<file path="src/rtl/multicycle_ctrl.sv">
// Multicycle CPU control FSM: FETCH/DECODE/EXEC/MEM/WB with register-window select.
// Optional macro ILLEGAL_TRAP_EN: opcodes 19-31 enter TRAP and set a sticky illegal flag.
module multicycle_ctrl (
    input  logic       clk,
    input  logic       rst,
    input  logic [4:0] opcode,
    input  logic       zero,
    input  logic       mem_ack,
    output logic       mem_req,
    output logic       mem_read,
    output logic       mem_write,
    output logic       ir_write,
    output logic       pc_write,
    output logic [1:0] pc_src,
    output logic [4:0] alu_op,
    output logic       alu_src_b,
    output logic       reg_write,
    output logic       reg_src,
    output logic [1:0] wnd,
    output logic [2:0] state,
    output logic       illegal
);

    typedef enum logic [2:0] {
        StFetch  = 3'd0,
        StDecode = 3'd1,
        StExec   = 3'd2,
        StMem    = 3'd3,
        StWb     = 3'd4,
        StTrap   = 3'd5
    } state_e;

    localparam logic [4:0] OpLoad  = 5'd0;
    localparam logic [4:0] OpStore = 5'd1;
    localparam logic [4:0] OpJump  = 5'd2;
    localparam logic [4:0] OpBrz   = 5'd3;
    localparam logic [4:0] OpMove  = 5'd4;
    localparam logic [4:0] OpAdd   = 5'd5;
    localparam logic [4:0] OpSub   = 5'd6;
    localparam logic [4:0] OpAnd   = 5'd7;
    localparam logic [4:0] OpOr    = 5'd8;
    localparam logic [4:0] OpNot   = 5'd9;
    localparam logic [4:0] OpNop   = 5'd10;
    localparam logic [4:0] OpWnd0  = 5'd11;
    localparam logic [4:0] OpWnd3  = 5'd14;
    localparam logic [4:0] OpAddi  = 5'd15;
    localparam logic [4:0] OpSubi  = 5'd16;
    localparam logic [4:0] OpAndi  = 5'd17;
    localparam logic [4:0] OpOri   = 5'd18;

    state_e     r_state;
    logic [1:0] r_wnd;

    logic w_is_mem;
    logic w_is_wnd;
    logic w_is_reg_alu;
    logic w_is_imm_alu;
    logic w_is_bad;
    logic w_is_skip;

    assign w_is_mem     = (opcode == OpLoad) || (opcode == OpStore);
    assign w_is_wnd     = (opcode >= OpWnd0) && (opcode <= OpWnd3);
    assign w_is_reg_alu = (opcode >= OpMove) && (opcode <= OpNot);
    assign w_is_imm_alu = (opcode >= OpAddi) && (opcode <= OpOri);
    assign w_is_bad     = (opcode > OpOri);
    // Instructions that finish in DECODE and return straight to FETCH
    assign w_is_skip    = (opcode == OpNop) || (opcode == OpJump) || w_is_wnd;

`ifdef ILLEGAL_TRAP_EN
    logic r_illegal;
`endif

    always_ff @(posedge clk or negedge rst) begin
        if (!rst) begin
            r_state   <= StFetch;
            r_wnd     <= 2'd0;
`ifdef ILLEGAL_TRAP_EN
            r_illegal <= 1'b0;
`endif
        end else begin
            case (r_state)
                StFetch: begin
                    if (mem_ack) begin
                        r_state <= StDecode;
                    end
                end
                StDecode: begin
                    if (w_is_bad) begin
`ifdef ILLEGAL_TRAP_EN
                        r_state   <= StTrap;
                        r_illegal <= 1'b1;
`else
                        r_state   <= StFetch;
`endif
                    end else if (w_is_skip) begin
                        r_state <= StFetch;
                        if (w_is_wnd) begin
                            // WND0..3 = 11..14, low bits 3,0,1,2 map to 0..3
                            r_wnd <= opcode[1:0] + 2'd1;
                        end
                    end else begin
                        r_state <= StExec;
                    end
                end
                StExec: begin
                    r_state <= w_is_mem ? StMem : StWb;
                end
                StMem: begin
                    if (mem_ack) begin
                        r_state <= (opcode == OpStore) ? StFetch : StWb;
                    end
                end
                StWb: begin
                    r_state <= StFetch;
                end
                StTrap: begin
`ifdef ILLEGAL_TRAP_EN
                    r_state <= StTrap;
`else
                    r_state <= StFetch;
`endif
                end
                default: begin
                    r_state <= StFetch;
                end
            endcase
        end
    end

    // Strobes are gated by rst so nothing is requested while reset is held
    always_comb begin
        mem_req   = 1'b0;
        mem_read  = 1'b0;
        mem_write = 1'b0;
        ir_write  = 1'b0;
        pc_write  = 1'b0;
        pc_src    = 2'd0;
        alu_op    = 5'd0;
        alu_src_b = 1'b0;
        reg_write = 1'b0;
        reg_src   = 1'b0;
        if (rst) begin
            case (r_state)
                StFetch: begin
                    mem_req  = 1'b1;
                    mem_read = 1'b1;
                    if (mem_ack) begin
                        ir_write = 1'b1;
                        pc_write = 1'b1;
                        pc_src   = 2'd0;
                    end
                end
                StDecode: begin
                    if (opcode == OpJump) begin
                        pc_write = 1'b1;
                        pc_src   = 2'd1;
                    end
                end
                StExec: begin
                    if (opcode >= OpBrz && opcode <= OpNot) begin
                        alu_op = opcode;
                    end else begin
                        case (opcode)
                            OpAddi:  begin alu_op = OpAdd; alu_src_b = 1'b1; end
                            OpSubi:  begin alu_op = OpSub; alu_src_b = 1'b1; end
                            OpAndi:  begin alu_op = OpAnd; alu_src_b = 1'b1; end
                            OpOri:   begin alu_op = OpOr;  alu_src_b = 1'b1; end
                            OpLoad,
                            OpStore: begin alu_op = OpAdd; alu_src_b = 1'b1; end
                            default: begin alu_op = 5'd0;  alu_src_b = 1'b0; end
                        endcase
                    end
                end
                StMem: begin
                    mem_req   = 1'b1;
                    mem_read  = (opcode == OpLoad);
                    mem_write = (opcode == OpStore);
                end
                StWb: begin
                    if (opcode == OpBrz) begin
                        if (zero) begin
                            pc_write = 1'b1;
                            pc_src   = 2'd2;
                        end
                    end else if (opcode == OpLoad) begin
                        reg_write = 1'b1;
                        reg_src   = 1'b1;
                    end else if (w_is_reg_alu || w_is_imm_alu) begin
                        reg_write = 1'b1;
                        reg_src   = 1'b0;
                    end
                end
                default: begin
                    mem_req = 1'b0;
                end
            endcase
        end
    end

    assign wnd   = r_wnd;
    assign state = r_state;

`ifdef ILLEGAL_TRAP_EN
    assign illegal = r_illegal;
`else
    assign illegal = 1'b0;
`endif

endmodule

</file>
<file path="config.mk">
export PLATFORM = sky130hd
export DESIGN_NAME = multicycle_ctrl
export DESIGN_NICKNAME = d
export VERILOG_FILES = /design/src/rtl/multicycle_ctrl.sv
export SDC_FILE = /design/constraint.sdc
export NUM_CORES = 1
export LEC_CHECK = 0
export CAP_MARGIN = 20
export CORE_MARGIN = 2
export CORE_UTILIZATION = 43
export DETAILED_ROUTE_END_ITERATION = 16
export PLACE_DENSITY_LB_ADDON = 0.15
export SLEW_MARGIN = 20
export SYNTH_ARGS = -nofsm -noshare
export SYNTH_HDL_FRONTEND = slang
export SYNTH_SLANG_ARGS = --single-unit
</file>
<file path="constraint.sdc">
create_clock -name clk -period 2.7 [get_ports clk]
set_clock_uncertainty 0.2 [all_clocks]
set_input_delay 0.675 -clock clk [delete_from_list [all_inputs] [get_ports clk]]
set_output_delay 0.675 -clock clk [all_outputs]
set_load 0.1 [all_outputs]
</file>
==> results.sh, run 1 <==
export IMPL_ys_flop_type="dfrtp_1"
export IMPL_netlist_area_um2=777
export IMPL_cts_buffers=3
export IMPL_fp_row_count=15
export IMPL_post_cts_buffers=8
export IMPL_postCtsHoldBufs=0
export IMPL_dpl_worst_slack_ns=-0.809
export IMPL_ctsResizeCount=53
export IMPL_root_buffer="clkbuf_4"
export IMPL_gp_congestion=0.975
export IMPL_synth_top_area_cell="dfrtp_1"
export IMPL_haltStage="clock tree synthesis (4_1_cts)"
export IMPL_avgSynthCellArea_um2=7.06
export IMPL_async_reset_ff_share_pct=100
export IMPL_port_buffer_count=27
export IMPL_synth_area_top_cells="dfrtp_1, a21oi_1, ha_1"
export IMPL_io_pins=30
export IMPL_synth_seq_area_share_pct=16.1
export IMPL_cts_sink_count=5
export IMPL_dp_cells=188
export IMPL_fp_dieH_um=46.5
export IMPL_synth_edf_count=0
export IMPL_die_width_um=46.5
export IMPL_status="did not finish"
export IMPL_hpwl_um=2880
export IMPL_ys_types=41
export IMPL_start_util_pct=45.5
export IMPL_netlist_instances=110
export IMPL_firstError="[ERROR DPL-0038] Utilization greater than 100%, impossible to legalize"
export IMPL_yosys_register_bits=5
export IMPL_synth_top_area_share_pct=16.1
export IMPL_synth_warnings=0
export IMPL_htreeDepth=1
export IMPL_clock_path_buffers=2
==> logic make-up after synthesis <==
kind of cell / Yosys count / share of synthesized area (%)
adders and majority gates: 4 / 6.44
muxes: 1 / 1.45
AOI/OAI and AO/OA: 34 / 29.3
other: 1 / 0.483
buffers and inverters: 14 / 11.6
DFF: 5 / 16.1
and+or+nand+nor: 51 / 34.6
==> synth_stat cells, drive strengths merged, types with 2 or more instances <==
| cell | n |
|---|---|
| a21oi | 12 |
| and3 | 2 |
| buf | 8 |
| dfrtp | 5 |
| ha | 4 |
| inv | 5 |
| nand2 | 13 |
| nand2b | 3 |
| nand3 | 6 |
| nor2 | 12 |
| nor2b | 4 |
| nor3 | 5 |
| nor4 | 2 |
| o21ai | 9 |
| o21bai | 2 |
==> metrics by stage <==
step | setup TNS (ns) | instance area (µm²)
global placement | -6.29 | 1610
detailed placement | -7.51 | 1610
floorplan | -2.75 | 1000
==> run 2, diff against run 1 <==
Settings changed: CORE_AREA set to 2 2 63 65, CORE_MARGIN 2 to unset, CORE_UTILIZATION 43 to unset, DIE_AREA set to 0 0 65 67.
==> results.sh, run 2 <==
export IMPL_status="finished with violations"
export IMPL_violations="setup timing"
export IMPL_setup_viol=5
export IMPL_ys_types=41
export IMPL_fin_nets=190
export IMPL_setup_worst_path_end_class="output port"
export IMPL_cts_sink_count=5
export IMPL_path_clk_slew_ns=0.04
export IMPL_syn_to_final_growth_pct=142
export IMPL_grt_total_usage_pct=13.6
export IMPL_drive_gt1_share_pct=66.5
export IMPL_grt_antenna_before_repair=0
export IMPL_multi_input_area_um2=840
export IMPL_port_buffer_count=27
export IMPL_gr_total_overflow=0
export IMPL_core_um2=3610
export IMPL_fp_dieH_um=67
export IMPL_hp_class="reg2reg"
export IMPL_fmax_mhz=346
export IMPL_yosys_register_bits=5
export IMPL_cts_buffers=3
export IMPL_tns_ns=-0.541
export IMPL_grt_pass1_vias=985
export IMPL_firstDrtPassIters=4
export IMPL_hold_worst_slack_ns=0.288
export IMPL_avgSynthCellArea_um2=7.06
export IMPL_dr_first_iter_drc_count=63
export IMPL_root_buffer="clkbuf_8"
export IMPL_gp_congestion=0.761
export IMPL_p_leak_nw=0.766
export IMPL_largest_reg_flops=3
export IMPL_drc=0
export IMPL_irDropWorstVdd_v=0.000297
export IMPL_required_ns=1.82
export IMPL_synth_top_area_cell="dfrtp_1"
export IMPL_clock_path_buffers=2
export IMPL_hold_violations=0
export IMPL_viasPerCell=4.59
export IMPL_ys_flop_type="dfrtp_1"
export IMPL_io_pins=30
export IMPL_wirelength_um=2900
export IMPL_htreeDepth=1
export IMPL_slew_violations=0
export IMPL_drv_cap=0
export IMPL_period_share_pct=107
export IMPL_clk_latency_ns=0.22
export IMPL_die_width_um=65
export IMPL_grt_max_degree=13
export IMPL_postCtsHoldBufs=0
export IMPL_fin_ws_ns=-0.192
export IMPL_final_common_cell="buf_4"
export IMPL_arrival_ns=2.02
export IMPL_wl_per_cell_um=12.9
export IMPL_synth_warnings=0
export IMPL_fill_cells=332
export IMPL_power_density_nw_per_um2=663
export IMPL_dieArea_um2=4360
export IMPL_hpwl_um=2200
export IMPL_start_kind="input pin"
export IMPL_async_reset_ff_share_pct=100
export IMPL_period_minus_slack_ns=2.89
export IMPL_grt_pass1_wl_um=4660
export IMPL_synth_edf_count=0
export IMPL_netlist_instances=110
export IMPL_critPathMaxFanout=3
export IMPL_rsz0062_at_grt="true"
export IMPL_final_cell_mix="buf_4, buf_12, nand2_1"
export IMPL_tritoncts="yes"
export IMPL_start_util_pct=21.5
export IMPL_post_dp_cell_area_um2=1630
export IMPL_synth_seq_area_share_pct=16.1
export IMPL_fp_row_count=22
export IMPL_vias=1029
export IMPL_total_power_mw=1.25
export IMPL_netlist_area_um2=777
export IMPL_synth_common_cells="nand2_1, nor2_1, a21oi_1"
export IMPL_synth_most_common_cell="nand2_1"
export IMPL_fin_area_um2=1880
export IMPL_antenna_cells=0
export IMPL_ant_nets=0
export IMPL_synth_area_top_cells="dfrtp_1, a21oi_1, ha_1"
export IMPL_seqCellArea_um2=134
export IMPL_critPathKind="in2out"
export IMPL_synth_top_area_share_pct=16.1
run 2: cell counts after synthesis:
Identical to the previous run, type by type.
run 2: area by class of cell:
class | count | share of cell area, %
Clock buffer | 4 | 2.40
Inverter | 5 | 1.80
Multi-Input combinational cell | 92 | 44.6
Sequential cell | 5 | 7.12
Tap cell | 48 | 3.19
Timing Repair Buffer | 70 | 40.9
run 2: logic make-up after synthesis:
group	after synthesis	share of synthesized area [%]
adders and majority gates	4	6.44
other	1	0.483
DFF	5	16.1
AOI/OAI and AO/OA	34	29.3
buffers and inverters	14	11.6
muxes	1	1.45
and+or+nand+nor	51	34.6
run 2: report_power, final:
| group | internal [mW] | total [mW] | switching (mW) |
|---|---|---|---|
| logic | 0.308 | 0.924 | 0.616 |
| registers | 0.117 | 0.183 | 0.0658 |
| clock network | 0.102 | 0.140 | 0.0383 |
| total | 0.527 | 1.25 | 0.720 |
run 2: routing by layer:
metal  track usage, %  part of all wire, %
met3             2.87                  4.0
met1             17.0                   42
met5                0                    0
met2             24.2                   54
met4             2.39                    0
run 2: final timing paths:
kind | cells past startpoint | startpoint | slack [ns] | to
worst max-delay path | 9 | opcode[1] | -0.19 | alu_op[0]
worst min register to register | 1 | wnd[1]$_DFFE_PN0P_ | 0.29 | wnd[1]$_DFFE_PN0P_
max in group asynchronous | 2 | rst | 1.86 | state[1]$_DFFE_PN0P_
min in group asynchronous | 2 | rst | 0.32 | state[0]$_DFFE_PN0P_
worst max register to register | 4 | state[1]$_DFFE_PN0P_ | 0.93 | wnd[1]$_DFFE_PN0P_
worst min-delay path | 1 | wnd[1]$_DFFE_PN0P_ | 0.29 | wnd[1]$_DFFE_PN0P_
run 2: through the flow:
step           utilization (%)  setup slack (ns)  instances
2_1_floorplan                -            -0.602        111
3_3_place_gp              45.2            -0.724        210
3_5_place_dp              45.2            -0.732        210
4_1_cts                   48.3            -0.275        217
5_1_grt                   52.2            -0.264        224
6_report                  52.2            -0.192        224
run 2: what timing repair did:
item	CTS	global route
pin swaps	10	16
gates resized for setup	30	34
setup endpoints to repair	13	12
buffers inserted	3	8
run 2: critical path: stages:
cell and delay [ns]:
buf_12 0.10, inv_12 0.03, ha_4 0.14, o21bai_4 0.17, a211o_1 0.30, a22oi_2 0.16, o21ai_2 0.09, a21oi_4 0.17
buf_12 0.18
(Power assumes the default switching activity.)
==> run 3, diff against run 2 <==
Settings changed: REMOVE_ABC_BUFFERS set to 1.
==> results.sh, run 3 (same netlist as run 2, synthesis figures left out) <==
export IMPL_setup_worst_path_end_class="output port"
export IMPL_fp_row_count=22
export IMPL_cp_slowest_stage_delay_ns=0.28
export IMPL_path_clk_slew_ns=0.03
export IMPL_drive_gt1_share_pct=61.1
export IMPL_critPathMaxFanout=5
export IMPL_port_buffer_count=27
export IMPL_clk_latency_ns=0.22
export IMPL_hold_worst_slack_ns=0.286
export IMPL_path_buf_inv=4
export IMPL_dieArea_um2=4360
export IMPL_viasPerCell=4.77
export IMPL_start_util_pct=21.5
export IMPL_wl_per_cell_um=12.4
export IMPL_irDropWorstVdd_v=0.000376
export IMPL_start_kind="input pin"
export IMPL_fp_dieH_um=67
export IMPL_hold_violations=0
export IMPL_grt_max_degree=12
export IMPL_cpMostUsedCell="buf_8"
export IMPL_critPathKind="in2out"
export IMPL_setup_viol=6
export IMPL_fin_area_um2=1740
export IMPL_hpwl_um=2090
export IMPL_syn_to_final_growth_pct=124
export IMPL_hp_class="reg2reg"
export IMPL_required_ns=1.82
export IMPL_die_width_um=65
export IMPL_gr_total_overflow=0
export IMPL_drc=0
export IMPL_slowest_stage="a221oi_2"
export IMPL_antenna_cells=0
export IMPL_firstDrtPassIters=4
export IMPL_grt_pass1_wl_um=4630
export IMPL_status="finished with violations"
export IMPL_fmax_mhz=348
export IMPL_ant_nets=0
export IMPL_grt_pass1_vias=1033
export IMPL_arrival_ns=2.00
export IMPL_core_um2=3610
export IMPL_io_pins=30
export IMPL_period_minus_slack_ns=2.87
export IMPL_fin_ws_ns=-0.173
export IMPL_cts_buffers=3
export IMPL_tritoncts="yes"
export IMPL_violations="setup timing"
export IMPL_power_density_nw_per_um2=682
export IMPL_final_cell_mix="buf_4, buf_12, nand2_1"
export IMPL_vias=1063
export IMPL_drv_cap=0
export IMPL_grt_total_usage_pct=13.4
export IMPL_final_util_pct=48.4
export IMPL_largest_reg_flops=3
export IMPL_gp_congestion=0.807
export IMPL_critical_path_cell_chain="buf_8 -> buf_8 -> ha_4 -> a21oi_4 -> buf_6 -> a221oi_2 -> nand2_1 -> a21oi_2 -> buf_12"
export IMPL_period_share_pct=106
export IMPL_root_buffer="clkbuf_8"
export IMPL_grt_antenna_before_repair=0
export IMPL_post_dp_cell_area_um2=1450
export IMPL_htreeDepth=1
export IMPL_p_leak_nw=0.738
export IMPL_rsz0062_at_grt="true"
export IMPL_cts_sink_count=5
export IMPL_clock_path_buffers=2
export IMPL_slew_violations=0
export IMPL_total_power_mw=1.19
export IMPL_final_common_cell="buf_4"
export IMPL_fin_nets=189
export IMPL_wirelength_um=2760
export IMPL_dr_first_iter_drc_count=50
export IMPL_cp_top_family="compound AO/OA/AOI/OAI gates"
-- run 3: cell count changes in the layout (fill, tap and decap cells not counted), moves of 3 or more --
| cell | previous run | this run |
|---|---|---|
| nor2_2 | 1 | 4 |
| buf_8 | 0 | 3 |
| dfrtp_1 | 2 | 5 |
| nor2_4 | 6 | 2 |
-- run 3: layout make-up --
type	count	area [µm²]
Timing Repair Buffer	69	766
Inverter	5	26.3
Multi-Input combinational cell	92	722
Sequential cell	5	125
Tap cell	48	60.1
Fill cell	349	1860
Clock buffer	4	45.0
-- run 3: through the flow --
| step | std cells | worst slack, ns | TNS [ns] |
|---|---|---|---|
| 6_report | 223 | -0.173 | -0.751 |
| 5_1_grt | 223 | -0.235 | -1.15 |
| 4_1_cts | 220 | -0.300 | -1.21 |
| 3_5_place_dp | 214 | -0.770 | -7.01 |
| 3_3_place_gp | 214 | -0.740 | -7.04 |
| 2_1_floorplan | 102 | -2.89 | -15.19 |
-- run 3: layer usage --
metal | wire, µm | up-vias | GRT usage, %
li1 | - | 524 | -
met3 | 192 | 4 | 3.55
met1 | 1120 | 492 | 16.2
met5 | 0 | - | 0
met4 | 29 | 0 | 2.13
met2 | 1410 | 43 | 24.2
-- run 3: worst paths after layout --
check | startpoint | to | slack (ns) | cells after the start
worst max-delay path | opcode[1] | alu_op[0] | -0.17 | 9
worst min-delay path | wnd[0]$_DFFE_PN0P_ | wnd[0]$_DFFE_PN0P_ | 0.29 | 2
worst max register to register | state[1]$_DFFE_PN0P_ | wnd[1]$_DFFE_PN0P_ | 0.97 | 4
worst min register to register | wnd[0]$_DFFE_PN0P_ | wnd[0]$_DFFE_PN0P_ | 0.29 | 2
max in group asynchronous | rst | wnd[1]$_DFFE_PN0P_ | 1.82 | 2
min in group asynchronous | rst | state[2]$_DFFE_PN0P_ | 0.37 | 2
-- run 3: power breakdown --
group / leakage, nW / switching [mW] / internal [mW]
clock network: 0.0228 / 0.0382 / 0.101
logic: 0.651 / 0.599 / 0.287
registers: 0.0638 / 0.0564 / 0.107
-- run 3: worst reg2reg max path: stages, from the launching register on --
cell	delay, ns
dfrtp_1	0.48
nand2b_1	0.21
nor2_1	0.21
nand3_1	0.16
mux2_1	0.34
-- run 3: what timing repair did --
action	4_1_cts	5_1_grt
pin swaps	19	19
setup buffers	4	4
setup endpoints to repair	12	12
hold buffers	0	0
endpoints found under the hold margin	0	0
gates resized for setup	68	18
